<file path="src/rtl/gamepad_pkg.sv">
// rtl/gamepad_pkg.sv - state and repeat-phase encodings for the gamepad debouncer
package gamepad_pkg;

    // Per-channel debounce states; level is high in PRESSED and DISARMING
    typedef enum logic [1:0] {
        RELEASED  = 2'd0,
        ARMING    = 2'd1,
        PRESSED   = 2'd2,
        DISARMING = 2'd3
    } state_t;

    // Auto-repeat phase: waiting for the first repeat, or repeating at the rate
    typedef enum logic {
        DELAY = 1'b0,
        RATE  = 1'b1
    } phase_t;

endpackage

</file>
<file path="src/rtl/gamepad_debounce_n_if.sv">
// rtl/gamepad_debounce_n_if.sv - raw pin and debounced event bundle
interface gamepad_debounce_n_if #(
    parameter int CHANNELS = 6
);

    logic [CHANNELS-1:0] raw_in;
    logic [CHANNELS-1:0] level;
    logic [CHANNELS-1:0] press_pulse;
    logic [CHANNELS-1:0] release_pulse;
    logic [CHANNELS-1:0] rep_pulse;
    logic                any_press;

    // Pin side drives raw_in and consumes the debounced events
    modport master (
        output raw_in,
        input  level, press_pulse, release_pulse, rep_pulse, any_press
    );

    // Debouncer side
    modport slave (
        input  raw_in,
        output level, press_pulse, release_pulse, rep_pulse, any_press
    );

endinterface

</file>
<file path="src/rtl/debounce_chan.sv">
// rtl/debounce_chan.sv - one button channel: synchroniser, debounce FSM, auto-repeat
module debounce_chan
    import gamepad_pkg::*;
#(
    parameter int CNT_W      = 10,
    parameter int ACTIVE_LOW = 1,
    parameter int REPEAT_EN  = 1,
    parameter int REP_W      = 16,
    parameter int REP_DELAY  = 40000,
    parameter int REP_RATE   = 8000
) (
    input  logic clk,
    input  logic rst,
    input  logic raw,
    output logic level,
    output logic press_pulse,
    output logic release_pulse,
    output logic rep_pulse,
    output logic press_next
);

    localparam logic [CNT_W-1:0] CNT_MAX    = '1;
    localparam logic [REP_W-1:0] DELAY_LAST = REP_W'(REP_DELAY - 1);
    localparam logic [REP_W-1:0] RATE_LAST  = REP_W'(REP_RATE - 1);
    localparam logic             POL        = 1'(ACTIVE_LOW != 0);
    localparam logic             REP_ON     = 1'(REPEAT_EN != 0);

    logic             sync1;
    logic             s;
    state_t           state, state_d;
    phase_t           phase, phase_d;
    logic [CNT_W-1:0] cnt, cnt_d;
    logic [REP_W-1:0] rcnt, rcnt_d;
    logic             release_next;
    logic             rep_next;
    logic             rep_hit;

    // Polarity-normalise and bring the asynchronous pin into the clk domain
    always_ff @(posedge clk or negedge rst) begin
        if (!rst) begin
            sync1 <= 1'b0;
            s     <= 1'b0;
        end else begin
            sync1 <= raw ^ POL;
            s     <= sync1;
        end
    end

    // Repeat compare depends on which phase we are in
    assign rep_hit = (phase == DELAY) ? (rcnt == DELAY_LAST) : (rcnt == RATE_LAST);

    // Next-state, counter and pulse decode
    always_comb begin
        state_d      = state;
        phase_d      = phase;
        cnt_d        = cnt;
        rcnt_d       = rcnt;
        press_next   = 1'b0;
        release_next = 1'b0;
        rep_next     = 1'b0;
        case (state)
            RELEASED: begin
                if (s) begin
                    state_d = ARMING;
                    cnt_d   = '0;
                end
            end
            ARMING: begin
                if (!s) begin
                    state_d = RELEASED;
                end else if (cnt == CNT_MAX) begin
                    state_d    = PRESSED;
                    press_next = 1'b1;
                    rcnt_d     = '0;
                    phase_d    = DELAY;
                end else begin
                    cnt_d = cnt + CNT_W'(1);
                end
            end
            PRESSED: begin
                if (!s) begin
                    state_d = DISARMING;
                    cnt_d   = '0;
                end else if (rep_hit) begin
                    rep_next = REP_ON;
                    rcnt_d   = '0;
                    phase_d  = RATE;
                end else begin
                    rcnt_d = rcnt + REP_W'(1);
                end
            end
            DISARMING: begin
                // rcnt stays frozen here so a short glitch only delays the repeat cadence
                if (s) begin
                    state_d = PRESSED;
                end else if (cnt == CNT_MAX) begin
                    state_d      = RELEASED;
                    release_next = 1'b1;
                end else begin
                    cnt_d = cnt + CNT_W'(1);
                end
            end
            default: state_d = RELEASED;
        endcase
    end

    // State, counters and registered outputs
    always_ff @(posedge clk or negedge rst) begin
        if (!rst) begin
            state         <= RELEASED;
            phase         <= DELAY;
            cnt           <= '0;
            rcnt          <= '0;
            level         <= 1'b0;
            press_pulse   <= 1'b0;
            release_pulse <= 1'b0;
            rep_pulse     <= 1'b0;
        end else begin
            state         <= state_d;
            phase         <= phase_d;
            cnt           <= cnt_d;
            rcnt          <= rcnt_d;
            level         <= (state_d == PRESSED) || (state_d == DISARMING);
            press_pulse   <= press_next;
            release_pulse <= release_next;
            rep_pulse     <= rep_next;
        end
    end

endmodule

</file>
<file path="src/rtl/gamepad_debounce_n.sv">
// rtl/gamepad_debounce_n.sv - multi-channel gamepad button debouncer top
module gamepad_debounce_n
    import gamepad_pkg::*;
#(
    parameter int CHANNELS   = 6,
    parameter int CNT_W      = 10,
    parameter int ACTIVE_LOW = 1,
    parameter int REPEAT_EN  = 1,
    parameter int REP_W      = 16,
    parameter int REP_DELAY  = 40000,
    parameter int REP_RATE   = 8000
) (
    input  logic                 clk,
    input  logic                 rst,
    gamepad_debounce_n_if.slave  bus
);

    logic [CHANNELS-1:0] level_v;
    logic [CHANNELS-1:0] press_v;
    logic [CHANNELS-1:0] release_v;
    logic [CHANNELS-1:0] rep_v;
    logic [CHANNELS-1:0] press_next_v;
    logic                any_press_q;

    for (genvar i = 0; i < CHANNELS; i++) begin : g_chan
        debounce_chan #(
            .CNT_W      (CNT_W),
            .ACTIVE_LOW (ACTIVE_LOW),
            .REPEAT_EN  (REPEAT_EN),
            .REP_W      (REP_W),
            .REP_DELAY  (REP_DELAY),
            .REP_RATE   (REP_RATE)
        ) u_chan (
            .clk           (clk),
            .rst           (rst),
            .raw           (bus.raw_in[i]),
            .level         (level_v[i]),
            .press_pulse   (press_v[i]),
            .release_pulse (release_v[i]),
            .rep_pulse     (rep_v[i]),
            .press_next    (press_next_v[i])
        );
    end

    // any_press is built from the pulse D-inputs so it lands in the same cycle as press_pulse
    always_ff @(posedge clk or negedge rst) begin
        if (!rst) begin
            any_press_q <= 1'b0;
        end else begin
            any_press_q <= |press_next_v;
        end
    end

    assign bus.level         = level_v;
    assign bus.press_pulse   = press_v;
    assign bus.release_pulse = release_v;
    assign bus.rep_pulse     = rep_v;
    assign bus.any_press     = any_press_q;

endmodule

</file>
<file path="src/flat_wrapper.sv">
// flat-port wrapper written by rule: the top's interface ports become plain ports
module gamepad_debounce_n_flat import gamepad_pkg::*;
#(
    parameter int CHANNELS   = 6,
    parameter int CNT_W      = 10,
    parameter int ACTIVE_LOW = 1,
    parameter int REPEAT_EN  = 1,
    parameter int REP_W      = 16,
    parameter int REP_DELAY  = 40000,
    parameter int REP_RATE   = 8000
)
  (clk, rst, bus_raw_in, bus_level, bus_press_pulse, bus_release_pulse, bus_rep_pulse, bus_any_press);
  gamepad_debounce_n_if #(.CHANNELS(CHANNELS)) bus_i ();
  input  logic clk;
  input  logic rst;
  input wire logic [$bits(bus_i.raw_in)-1:0] bus_raw_in;
  output wire logic [$bits(bus_i.level)-1:0] bus_level;
  output wire logic [$bits(bus_i.press_pulse)-1:0] bus_press_pulse;
  output wire logic [$bits(bus_i.release_pulse)-1:0] bus_release_pulse;
  output wire logic [$bits(bus_i.rep_pulse)-1:0] bus_rep_pulse;
  output wire logic [$bits(bus_i.any_press)-1:0] bus_any_press;
  assign bus_i.raw_in = bus_raw_in;
  assign bus_level = bus_i.level;
  assign bus_press_pulse = bus_i.press_pulse;
  assign bus_release_pulse = bus_i.release_pulse;
  assign bus_rep_pulse = bus_i.rep_pulse;
  assign bus_any_press = bus_i.any_press;
  gamepad_debounce_n #(.CHANNELS(CHANNELS), .CNT_W(CNT_W), .ACTIVE_LOW(ACTIVE_LOW), .REPEAT_EN(REPEAT_EN), .REP_W(REP_W), .REP_DELAY(REP_DELAY), .REP_RATE(REP_RATE)) u_core (.clk(clk), .rst(rst), .bus(bus_i));
endmodule
</file>
<file path="config.mk">
export PLATFORM = sky130hd
export DESIGN_NAME = gamepad_debounce_n_flat
export DESIGN_NICKNAME = d
export VERILOG_FILES = /design/src/rtl/gamepad_pkg.sv /design/src/rtl/gamepad_debounce_n_if.sv /design/src/rtl/debounce_chan.sv /design/src/rtl/gamepad_debounce_n.sv /design/src/flat_wrapper.sv
export SDC_FILE = /design/constraint.sdc
export NUM_CORES = 1
export LEC_CHECK = 0
export CAP_MARGIN = 5
export CORE_MARGIN = 2
export CORE_UTILIZATION = 23
export CTS_CLUSTER_SIZE = 28
export DETAILED_ROUTE_END_ITERATION = 12
export PLACE_DENSITY_LB_ADDON = 0.3
export REMOVE_ABC_BUFFERS = 1
export SLEW_MARGIN = 10
export SYNTH_ARGS = -nofsm -noshare
export SYNTH_HDL_FRONTEND = slang
export SYNTH_SLANG_ARGS = --single-unit
</file>
<file path="constraint.sdc">
create_clock -name clk -period 7 [get_ports clk]
set_clock_uncertainty 0.15 [all_clocks]
set_input_delay 0.7 -clock clk [delete_from_list [all_inputs] [get_ports clk]]
set_output_delay 0.7 -clock clk [all_outputs]
set_load 0.01 [all_outputs]
</file>
==> flow_summary.toml, run 1 <==
[drt]
wire_per_inst_um = 13.1
drc_errors = 0
drt_pre_antenna_iters = 5
vias_per_cell = 4.68
vias = 8108
first_iter_violations = 415
drt_wl_total_mm = 22.8
postRouteAntennaNets = 0

[setup_path]
crit_path_cell_trace = "or4b_1 -> a211oi_1 -> a21oi_1 -> a41oi_1 -> a31oi_1"
arrival_ps = 2790
endpoint_kind = "flip-flop"
crit_type = "reg -> reg"
slowest_delay_ps = 520
cp-startpoint = "u_core.g_chan[4].u_chan.rcnt[9]"
worst_r2r_path_depth = 5
crit_fanout = 15
critical_path.endpoint = "u_core.g_chan[4].u_chan.rcnt[12]"
r2r_start = "u_core.g_chan[4].u_chan.rcnt[9]"
cp_slowest_cell = "or4b_1"
cp-start-kind = "flip-flop"
r2r_end = "u_core.g_chan[4].u_chan.rcnt[12]"
critPathRequiredTime_ps = 7240
timing.reg2reg.setup_slack_ps = 4450

[floorplan]
dieArea_sq_um = 48100
core-area_sq_um = 45600
boundaryPins = 33
die_w_um = 219
fp.dieH_um = 219
start_util_pct = 23.4
std_cell_rows = 78

[timing]
period_share_pct = 36.4
relSlewSlack_pct = 21.1
finalCriticalPeriod_ps = 2550
setup_viol = 0
tns_ps = 0
slew_violations = 0
worst_slew_pin_slew_ps = 1180
setup_ws_ps = 4450
grt_setup_unrepaired = "no"
max_freq_mhz = 392
hold_violations = 0

[clock_tree]
cts_tree = "done"
post_cts_buffers = 0
h-tree-depth = 1
ctsResizeCount = 0
cts_max_path_buffers = 3
clkTransAtPathRegs_ps = 60
cts_hold_buf = 0
clock-root-buffer = "clkbuf_16"
clk-insertion-delay-late_ps = 540
clock_sinks = 211
numCtsBuffers = 27

[global_routing]
grt_usage_pct = 9.70
grt_overflow = 0
grt_pass1_wl_mm = 39.4
grt_pass1_vias = 7770
antenna_found_initial = 0
grt_max_degree = 91

[logic_synthesis]
ys_types = 66
synth_edf_count = 0
async_flop_share_pct = 100
synth_cells = 1109
ys_seq_elements = 211
yosys.area.top_type_share_pct = 49.5
synthXorXnorAreaFrac_pct = 4.60
avgSynthCellArea_sq_um = 9.62
synthAdderAreaFrac_pct = 1.41
netlist.top_cell.by_area = "dfrtp_1"
synth_area_leaders = "dfrtp_1 50%, nand2_1 3.7%, nand3_1 3.4%"
synthesis.area_sq_um = 10700
yosys.area_share.simple_pct = 24.5
ys_seq_area_share_pct = 49.5
ys.flop_type = "dfrtp_1"
synth_top_family_by_area = "simple AND/OR/NAND/NOR gates"
yosysWarnings = 0
synth.area.mux_share_pct = 2.02
synth_compound_area_share_pct = 13.6

[finish]
fin_util_pct = 27.3
multi_input_area_sq_um = 4920
area_growth_syn_to_layout_pct = 16.7
fin_nets = 1134
finalNonFillerCells = 1734
nFillCells = 4717
register_area_sq_um = 5280
diodes = 0
drive_above_1_share_pct = 7.23

[power]
power_density_nw_per_um2 = 232
power_leakage_nw = 5.18
peakVddDrop_v = 0.000137
power_mw = 2.89

[job]
cap_violations = 0

[place]
dp_cells = 1685
gp_congestion = 0.731
dpl.hpwl_mm = 14.8
pre_cts_slack_ps = 4490
port_buffers = 32

[worst_hold_path]
min_path_type = "in -> async"

[run_status]
outcome = "finished clean"
## layer usage
metal  vias up  GRT usage (%)  wire (um)
li1       4030              -          -
met1      3931           13.7      11400
met2       116           14.8       9980
met3        31           1.98        986
met4         0           2.97        420
met5         -              0          0
## flip-flops by register name, indices dropped and copies added, names as in the netlist
| name | cells |
|---|---|
| u_core.g_chan.u_chan.rcnt | 96 |
| u_core.g_chan.u_chan.s | 6 |
| u_core.g_chan.u_chan.cnt | 60 |
| u_core.g_chan.u_chan.sync1 | 6 |
| u_core.g_chan.u_chan.release_pulse | 6 |
| u_core.bus.any_press | 1 |
| u_core.g_chan.u_chan.rep_pulse | 6 |
| u_core.g_chan.u_chan.press_pulse | 6 |
| u_core.g_chan.u_chan.level | 6 |
| u_core.g_chan.u_chan.phase | 6 |
| u_core.g_chan.u_chan.state | 12 |
## metrics by stage
stage                     hold WS, ps  cell area (sq um)
after floorplan                   181              10300
after global placement            183              11500
after detailed placement          185              11500
after CTS                        43.2              12400
after global routing             71.6              12400
final                            12.6              12400
## cells in the final DEF, fill, tap and decap left out, types with 12 or more instances in the layout
master | Yosys | final
xor2_1 | 28 | 28
nand3_1 | 73 | 73
nor4_1 | 20 | 20
and3_1 | 30 | 30
o21ai_0 | 54 | 54
clkbuf_16 | 0 | 27
a21oi_1 | 29 | 29
nand2b_1 | 34 | 34
mux2_2 | 12 | 12
xnor2_1 | 28 | 28
a22o_1 | 15 | 15
ha_1 | 12 | 12
nand4_1 | 38 | 38
clkdlybuf4s50_1 | 0 | 31
nor3_1 | 23 | 23
inv_1 | 29 | 29
nor2_1 | 95 | 95
dfrtp_1 | 211 | 211
nand2_1 | 104 | 104
a21o_1 | 13 | 13
a31oi_1 | 48 | 48
## worst max-delay path: cells and delay by family (launching register included)
family / cells / cell delay (ps)
simple gates: 1 / 520
compound gates: 4 / 1310
flops: 1 / 430
## cell usage after synthesis (9+ instances only)
cell type	count
a21o_1	13
a21oi_1	29
a22o_1	15
a31oi_1	48
and2_1	9
and3_1	30
buf_4	24
clkbuf_1	30
dfrtp_1	211
ha_1	12
inv_1	29
mux2_2	12
nand2_1	104
nand2b_1	34
nand3_1	73
nand4_1	38
nor2_1	95
nor2b_1	11
nor3_1	23
nor4_1	20
o211ai_1	9
o21ai_0	54
o31ai_1	10
xnor2_1	28
xor2_1	28
## final cells by class
class | instances | share of cell area [%]
clock buffer | 31 | 5.79
clock inverter | 18 | 2.22
sequential | 211 | 42.4
inverter | 30 | 1.01
multi-input combinational | 806 | 39.6
tap | 600 | 6.03
timing repair buffer | 38 | 2.98
## report_power, final
group          leakage, nW  total [mW]  switching [mW]  internal (mW)
Clock                0.486        1.55           0.554          0.993
Combinational         1.80      0.0756          0.0516         0.0241
Sequential            2.89        1.26          0.0237           1.24
## worst min-delay path by stage
stage / from / endpoint
4_1_cts: rst / u_core.g_chan[1].u_chan.level
3_5_place_dp: u_core.g_chan[2].u_chan.sync1 / u_core.g_chan[2].u_chan.s
3_3_place_gp: u_core.g_chan[5].u_chan.sync1 / u_core.g_chan[5].u_chan.s
2_1_floorplan: u_core.g_chan[0].u_chan.sync1 / u_core.g_chan[0].u_chan.s
5_1_grt: rst / u_core.g_chan[1].u_chan.rcnt[8]
6_report: rst / u_core.g_chan[1].u_chan.level
## cell families after synthesis
group,count (synthesis)
AND/OR/NAND/NOR,498
AO/OA/AOI/OAI,220
flip-flops,211
buffers and inverters,92
XOR/XNOR,56
multiplexers,20
adder cells (fa/ha/maj),12
Note: power is estimated with default switching activity, not from simulation.
==> inputs of run 2 (changes only) <==
Clock period 7 ns to 2.31 ns, I/O delays scaled along.
==> flow_summary.toml, run 2 (synthesis gave the netlist of run 1 again) <==
[global_routing]
grt_pass1_vias = 8100
grt_pass1_wl_mm = 40.2
grt_usage_pct = 9.85
antenna_found_initial = 1
grt_max_degree = 61
grt_overflow = 0

[job]
cap_violations = 0

[floorplan]
start_util_pct = 23.4
dieArea_sq_um = 48100
die_w_um = 219
std_cell_rows = 78
fp.dieH_um = 219
boundaryPins = 33
core-area_sq_um = 45600

[place]
gp_congestion = 0.796
port_buffers = 32
dpl.hpwl_mm = 15.8

[timing]
hold_violations = 0
period_share_pct = 95.3
relSlewSlack_pct = 59.2
slew_violations = 0
finalCriticalPeriod_ps = 2200
setup_viol = 0
grt_setup_unrepaired = "no"
tns_ps = 0
worst_slew_pin_slew_ps = 606
max_freq_mhz = 454

[run_status]
outcome = "finished clean"

[drt]
drt_pre_antenna_iters = 6
vias = 8373
first_iter_violations = 382
wire_per_inst_um = 12.9
postRouteAntennaNets = 0
drc_errors = 0
drt_wl_total_mm = 23.3
vias_per_cell = 4.64

[setup_path]
r2r_start = "u_core.g_chan[1].u_chan.cnt[0]"
worst_r2r_path_depth = 7
cp-startpoint = "u_core.g_chan[1].u_chan.cnt[0]"
arrival_ps = 2540
crit_fanout = 10
crit_type = "reg -> reg"
r2r_end = "u_core.g_chan[1].u_chan.rcnt[13]"
critPathRequiredTime_ps = 2650
timing.reg2reg.setup_slack_ps = 110
endpoint_kind = "flip-flop"
cp-start-kind = "flip-flop"

[finish]
final_cell_mix = "209 x dfrtp_1, 104 x nand2_1, 94 x nor2_1"
top_regs = "u_core.g_chan.u_chan.rcnt (96), u_core.g_chan.u_chan.cnt (60), u_core.g_chan.u_chan.state (12)"
fin_nets = 1206
final_common_cell = "dfrtp_1"
drive_above_1_share_pct = 12.8
area_growth_syn_to_layout_pct = 21.6
largest_reg_flops = 96
diodes = 0
fin_util_pct = 28.4
largest_register = "u_core.g_chan.u_chan.rcnt"
nFillCells = 4725

[clock_tree]
clkTransAtPathRegs_ps = 60
clock-root-buffer = "clkbuf_16"
clock_sinks = 211
cts_max_path_buffers = 3
clk-insertion-delay-late_ps = 550
numCtsBuffers = 27
h-tree-depth = 1
cts_tree = "done"

[power]
swShare_pct = 23.2
p_clk_share_pct = 49.5
power_density_nw_per_um2 = 629
power_leakage_nw = 5.48
comb_power_share_pct = 3.5
seq_power_share_pct = 46.9
power.internal_mw = 6.26
p_sw_mw = 1.90
peakVddDrop_v = 0.000481

[worst_hold_path]
min_path_type = "in -> async"
-- run 2: area by class of cell --
class	count	area (sq um)	share of cell area, %
sequential	211	5280	40.7
clock inverter	10	98.8	0.762
clock buffer	36	749	5.78
timing repair buffer	110	978	7.55
multi-input combinational	806	4980	38.4
inverter	30	125	0.965
tap	600	751	5.79
-- run 2: critical path, stage by stage, from the launching register on --
cell,delay [ps]
dfrtp_1,370
ha_2,220
nand3_4,70
or4_4,570
clkinv_8,100
o211ai_4,90
or4b_1,480
nand3_1,90
-- run 2: power by group through the flow --
stage | sequential, mW | clock, mW | combinational, mW
after CTS | 3.83 | 4.20 | 0.298
after global placement | 3.89 | 0 | 0.282
after global routing | 3.84 | 4.36 | 0.341
after detailed placement | 3.89 | 0 | 0.287
final | 3.83 | 4.04 | 0.289
after floorplan | 3.88 | 0 | 0.116
-- run 2: through the flow --
step	setup slack, ps	area, sq um	hold slack [ps]	cells	total power, mW
after floorplan	-253	10300	-215	1047	4.00
after global placement	82.7	12000	69.0	1748	4.17
after detailed placement	67.6	12000	74.8	1748	4.18
after CTS	55.7	12900	77.3	1801	8.32
after global routing	0.618	13000	99.4	1803	8.53
final	109	13000	62.1	1803	8.16
-- run 2: repair_timing --
| item | in CTS | in global routing |
|---|---|---|
| endpoints found under the setup margin | 0 | 63 |
| buffers inserted | 0 | 2 |
| endpoints found under the hold margin | 217 | 0 |
| hold buffers | 7 | 0 |
| gates resized for setup | 0 | 16 |
-- run 2: metal layers --
metal | vias to the layer above | wire length (um) | GRT usage [%]
met3 | 33 | 875 | 1.97
li1 | 4182 | - | -
met2 | 117 | 10500 | 15.6
met5 | - | 0 | 0
met1 | 4041 | 11400 | 13.7
met4 | 0 | 506 | 2.45
-- run 2: worst max-delay path by stage --
stage / slack [ps] / depth (start not counted) / end
2_1_floorplan: -250 / 6 / u_core.g_chan[3].u_chan.rcnt[8]
3_3_place_gp: 80 / 7 / u_core.g_chan[1].u_chan.rcnt[13]
3_5_place_dp: 70 / 7 / u_core.g_chan[1].u_chan.rcnt[13]
4_1_cts: 60 / 6 / u_core.g_chan[0].u_chan.rcnt[14]
5_1_grt: 0.6 / 6 / u_core.g_chan[5].u_chan.rcnt[15]
6_report: 110 / 7 / u_core.g_chan[1].u_chan.rcnt[13]
==> inputs of run 3 (changes only) <==
Settings changed: CORE_MARGIN 2 to unset, CTS_CLUSTER_DIAMETER set to 120, RECOVER_POWER set to 100.
==> flow_summary.toml, run 3 (synthesis gave the netlist of run 1 again) <==
[clock_tree]
numCtsBuffers = 11
clock-root-buffer = "clkbuf_16"
cts_max_path_buffers = 3
h-tree-depth = 1
cts_tree = "done"
clk-insertion-delay-late_ps = 470
clkTransAtPathRegs_ps = 110
clock_sinks = 211

[place]
dpl.hpwl_mm = 15.8
gp_congestion = 0.794
dp_cells = 1754
pre_cts_slack_ps = 42.9
port_buffers = 32

[global_routing]
met3_usage_pct = 1.17
use_met2_pct = 16.6
grt_usage_pct = 9.98
grt_overflow = 0
grt_pass1_vias = 8383
busiest_layer = "met2"
antenna_found_initial = 0
grt_pass1_wl_mm = 40.5
grt_max_degree = 71
grt_util_met1_pct = 13.9

[timing]
hold_violations = 0
setup_viol = 0
setup_ws_ps = 90.7
relSlewSlack_pct = 24.6
holdWs_ps = 196
period_share_pct = 96.1
max_freq_mhz = 451
finalCriticalPeriod_ps = 2220
slew_violations = 0
worst_slew_pin_slew_ps = 1130
tns_ps = 0

[finish]
multi_input_area_sq_um = 4980
final_cell_mix = "211 x dfrtp_1, 103 x nand2_1, 94 x nor2_1"
nFillCells = 4787
register_area_sq_um = 5280
top_regs = "u_core.g_chan.u_chan.rcnt (96), u_core.g_chan.u_chan.cnt (60), u_core.g_chan.u_chan.state (12)"
finalNonFillerCells = 1771
area_growth_syn_to_layout_pct = 15.6
largest_reg_flops = 96
fin_nets = 1190
drive_above_1_share_pct = 9.65
final_common_cell = "dfrtp_1"
largest_register = "u_core.g_chan.u_chan.rcnt"
diodes = 0

[setup_path]
r2r_start = "u_core.g_chan[1].u_chan.cnt[0]"
r2r_end = "u_core.g_chan[1].u_chan.rcnt[13]"
critPathRequiredTime_ps = 2570
arrival_ps = 2480
cp-start-kind = "flip-flop"
cp_slowest_cell = "or4_4"
endpoint_kind = "flip-flop"
crit_fanout = 10
crit_family = "simple AND/OR/NAND/NOR gates"
timing.reg2reg.setup_slack_ps = 90
crit_type = "reg -> reg"
worst_r2r_path_depth = 7
slowest_delay_ps = 570
crit_path_cell_trace = "ha_2 -> nand3_4 -> or4_4 -> clkinv_8 -> o211ai_4 -> or4b_1 -> nand3_1"
path_buf_inv = 1

[drt]
first_iter_violations = 389
drc_errors = 0
drt_pre_antenna_iters = 7
vias_per_cell = 4.61
wire_per_inst_um = 12.9
drt_wl_total_mm = 22.8
vias = 8167
postRouteAntennaNets = 0

[power]
swShare_pct = 23.1
seq_power_share_pct = 60.5
p_sw_mw = 1.46
power.internal_mw = 4.84
power_density_nw_per_um2 = 511
power_leakage_nw = 5.24
peakVddDrop_v = 0.000356
comb_power_share_pct = 4.3
p_clk_share_pct = 35.1

[worst_hold_path]
holdPathEnd = "u_core.g_chan[5].u_chan.sync1"
min_path_type = "in -> reg"
min_path_cells = 2
hp-start = "bus_raw_in[5]"

[floorplan]
core-area_sq_um = 45600
die_w_um = 217
std_cell_rows = 78
fp.dieH_um = 217
boundaryPins = 33
dieArea_sq_um = 47200
start_util_pct = 23.4

[job]
cap_violations = 0

[run_status]
outcome = "finished clean"
[run 3: cell count changes in the layout (fill, tap and decap cells not counted), moves of 2 or more]
cell             delta
clkinvlp_4          -2
clkinv_2            -4
dfrtp_2             -2
clkbuf_4            +4
dfrtp_1             +2
buf_4              -18
clkbuf_16          -16
clkdlybuf4s50_1    -31
clkbuf_1           +14
dlygate4sd3_1      +25
clkbuf_8            -4
buf_6               +2
[run 3: cell type report]
type	count	share of cell area, %
Tap cell	600	6.09
Sequential cell	211	42.8
Inverter	30	1.01
Timing Repair Buffer	110	7.11
Clock inverter	3	0.355
Clock buffer	11	2.23
Multi-Input combinational cell	806	40.4
[run 3: metal layers]
layer	wire, um	up-vias	share of wire [%]
met5	0	-	0
met4	291	0	1.3
met3	513	14	2.3
met2	10500	78	46
met1	11500	3959	50
li1	-	4116	-
[run 3: how the worst max path moves through the flow]
stage | start | end | cells after the start
6_report | u_core.g_chan[1].u_chan.cnt[0] | u_core.g_chan[1].u_chan.rcnt[13] | 7
5_1_grt | u_core.g_chan[0].u_chan.rcnt[8] | u_core.g_chan[0].u_chan.rcnt[9] | 6
4_1_cts | u_core.g_chan[2].u_chan.cnt[0] | u_core.g_chan[2].u_chan.rcnt[8] | 7
3_5_place_dp | u_core.g_chan[2].u_chan.cnt[0] | u_core.g_chan[2].u_chan.rcnt[8] | 7
3_3_place_gp | u_core.g_chan[1].u_chan.cnt[0] | u_core.g_chan[1].u_chan.rcnt[13] | 7
2_1_floorplan | u_core.g_chan[3].u_chan.rcnt[0] | u_core.g_chan[3].u_chan.rcnt[8] | 6
[run 3: timing repair]
action / CTS / global route
hold buffers: 1 / 0
endpoints found under the hold margin: 211 / 0
gates resized for setup: 0 / 13
buffers inserted: 0 / 2
setup endpoints to repair: 0 / 48
[run 3: through the flow]
stage | cell area, sq um | power [mW] | util, %
after floorplan | 10300 | 4.00 | -
after global placement | 12000 | 4.17 | 26.4
after detailed placement | 12000 | 4.18 | 26.4
after CTS | 12400 | 6.47 | 27.1
after global routing | 12300 | 6.61 | 27.0
final | 12300 | 6.29 | 27.0
[run 3: power groups by stage]
| stage | sequential (mW) | combinational [mW] | clock (mW) |
|---|---|---|---|
| 2_1_floorplan | 3.88 | 0.116 | 0 |
| 3_3_place_gp | 3.88 | 0.291 | 0 |
| 3_5_place_dp | 3.88 | 0.294 | 0 |
| 4_1_cts | 3.81 | 0.296 | 2.36 |
| 5_1_grt | 3.82 | 0.325 | 2.46 |
| 6_report | 3.81 | 0.272 | 2.21 |
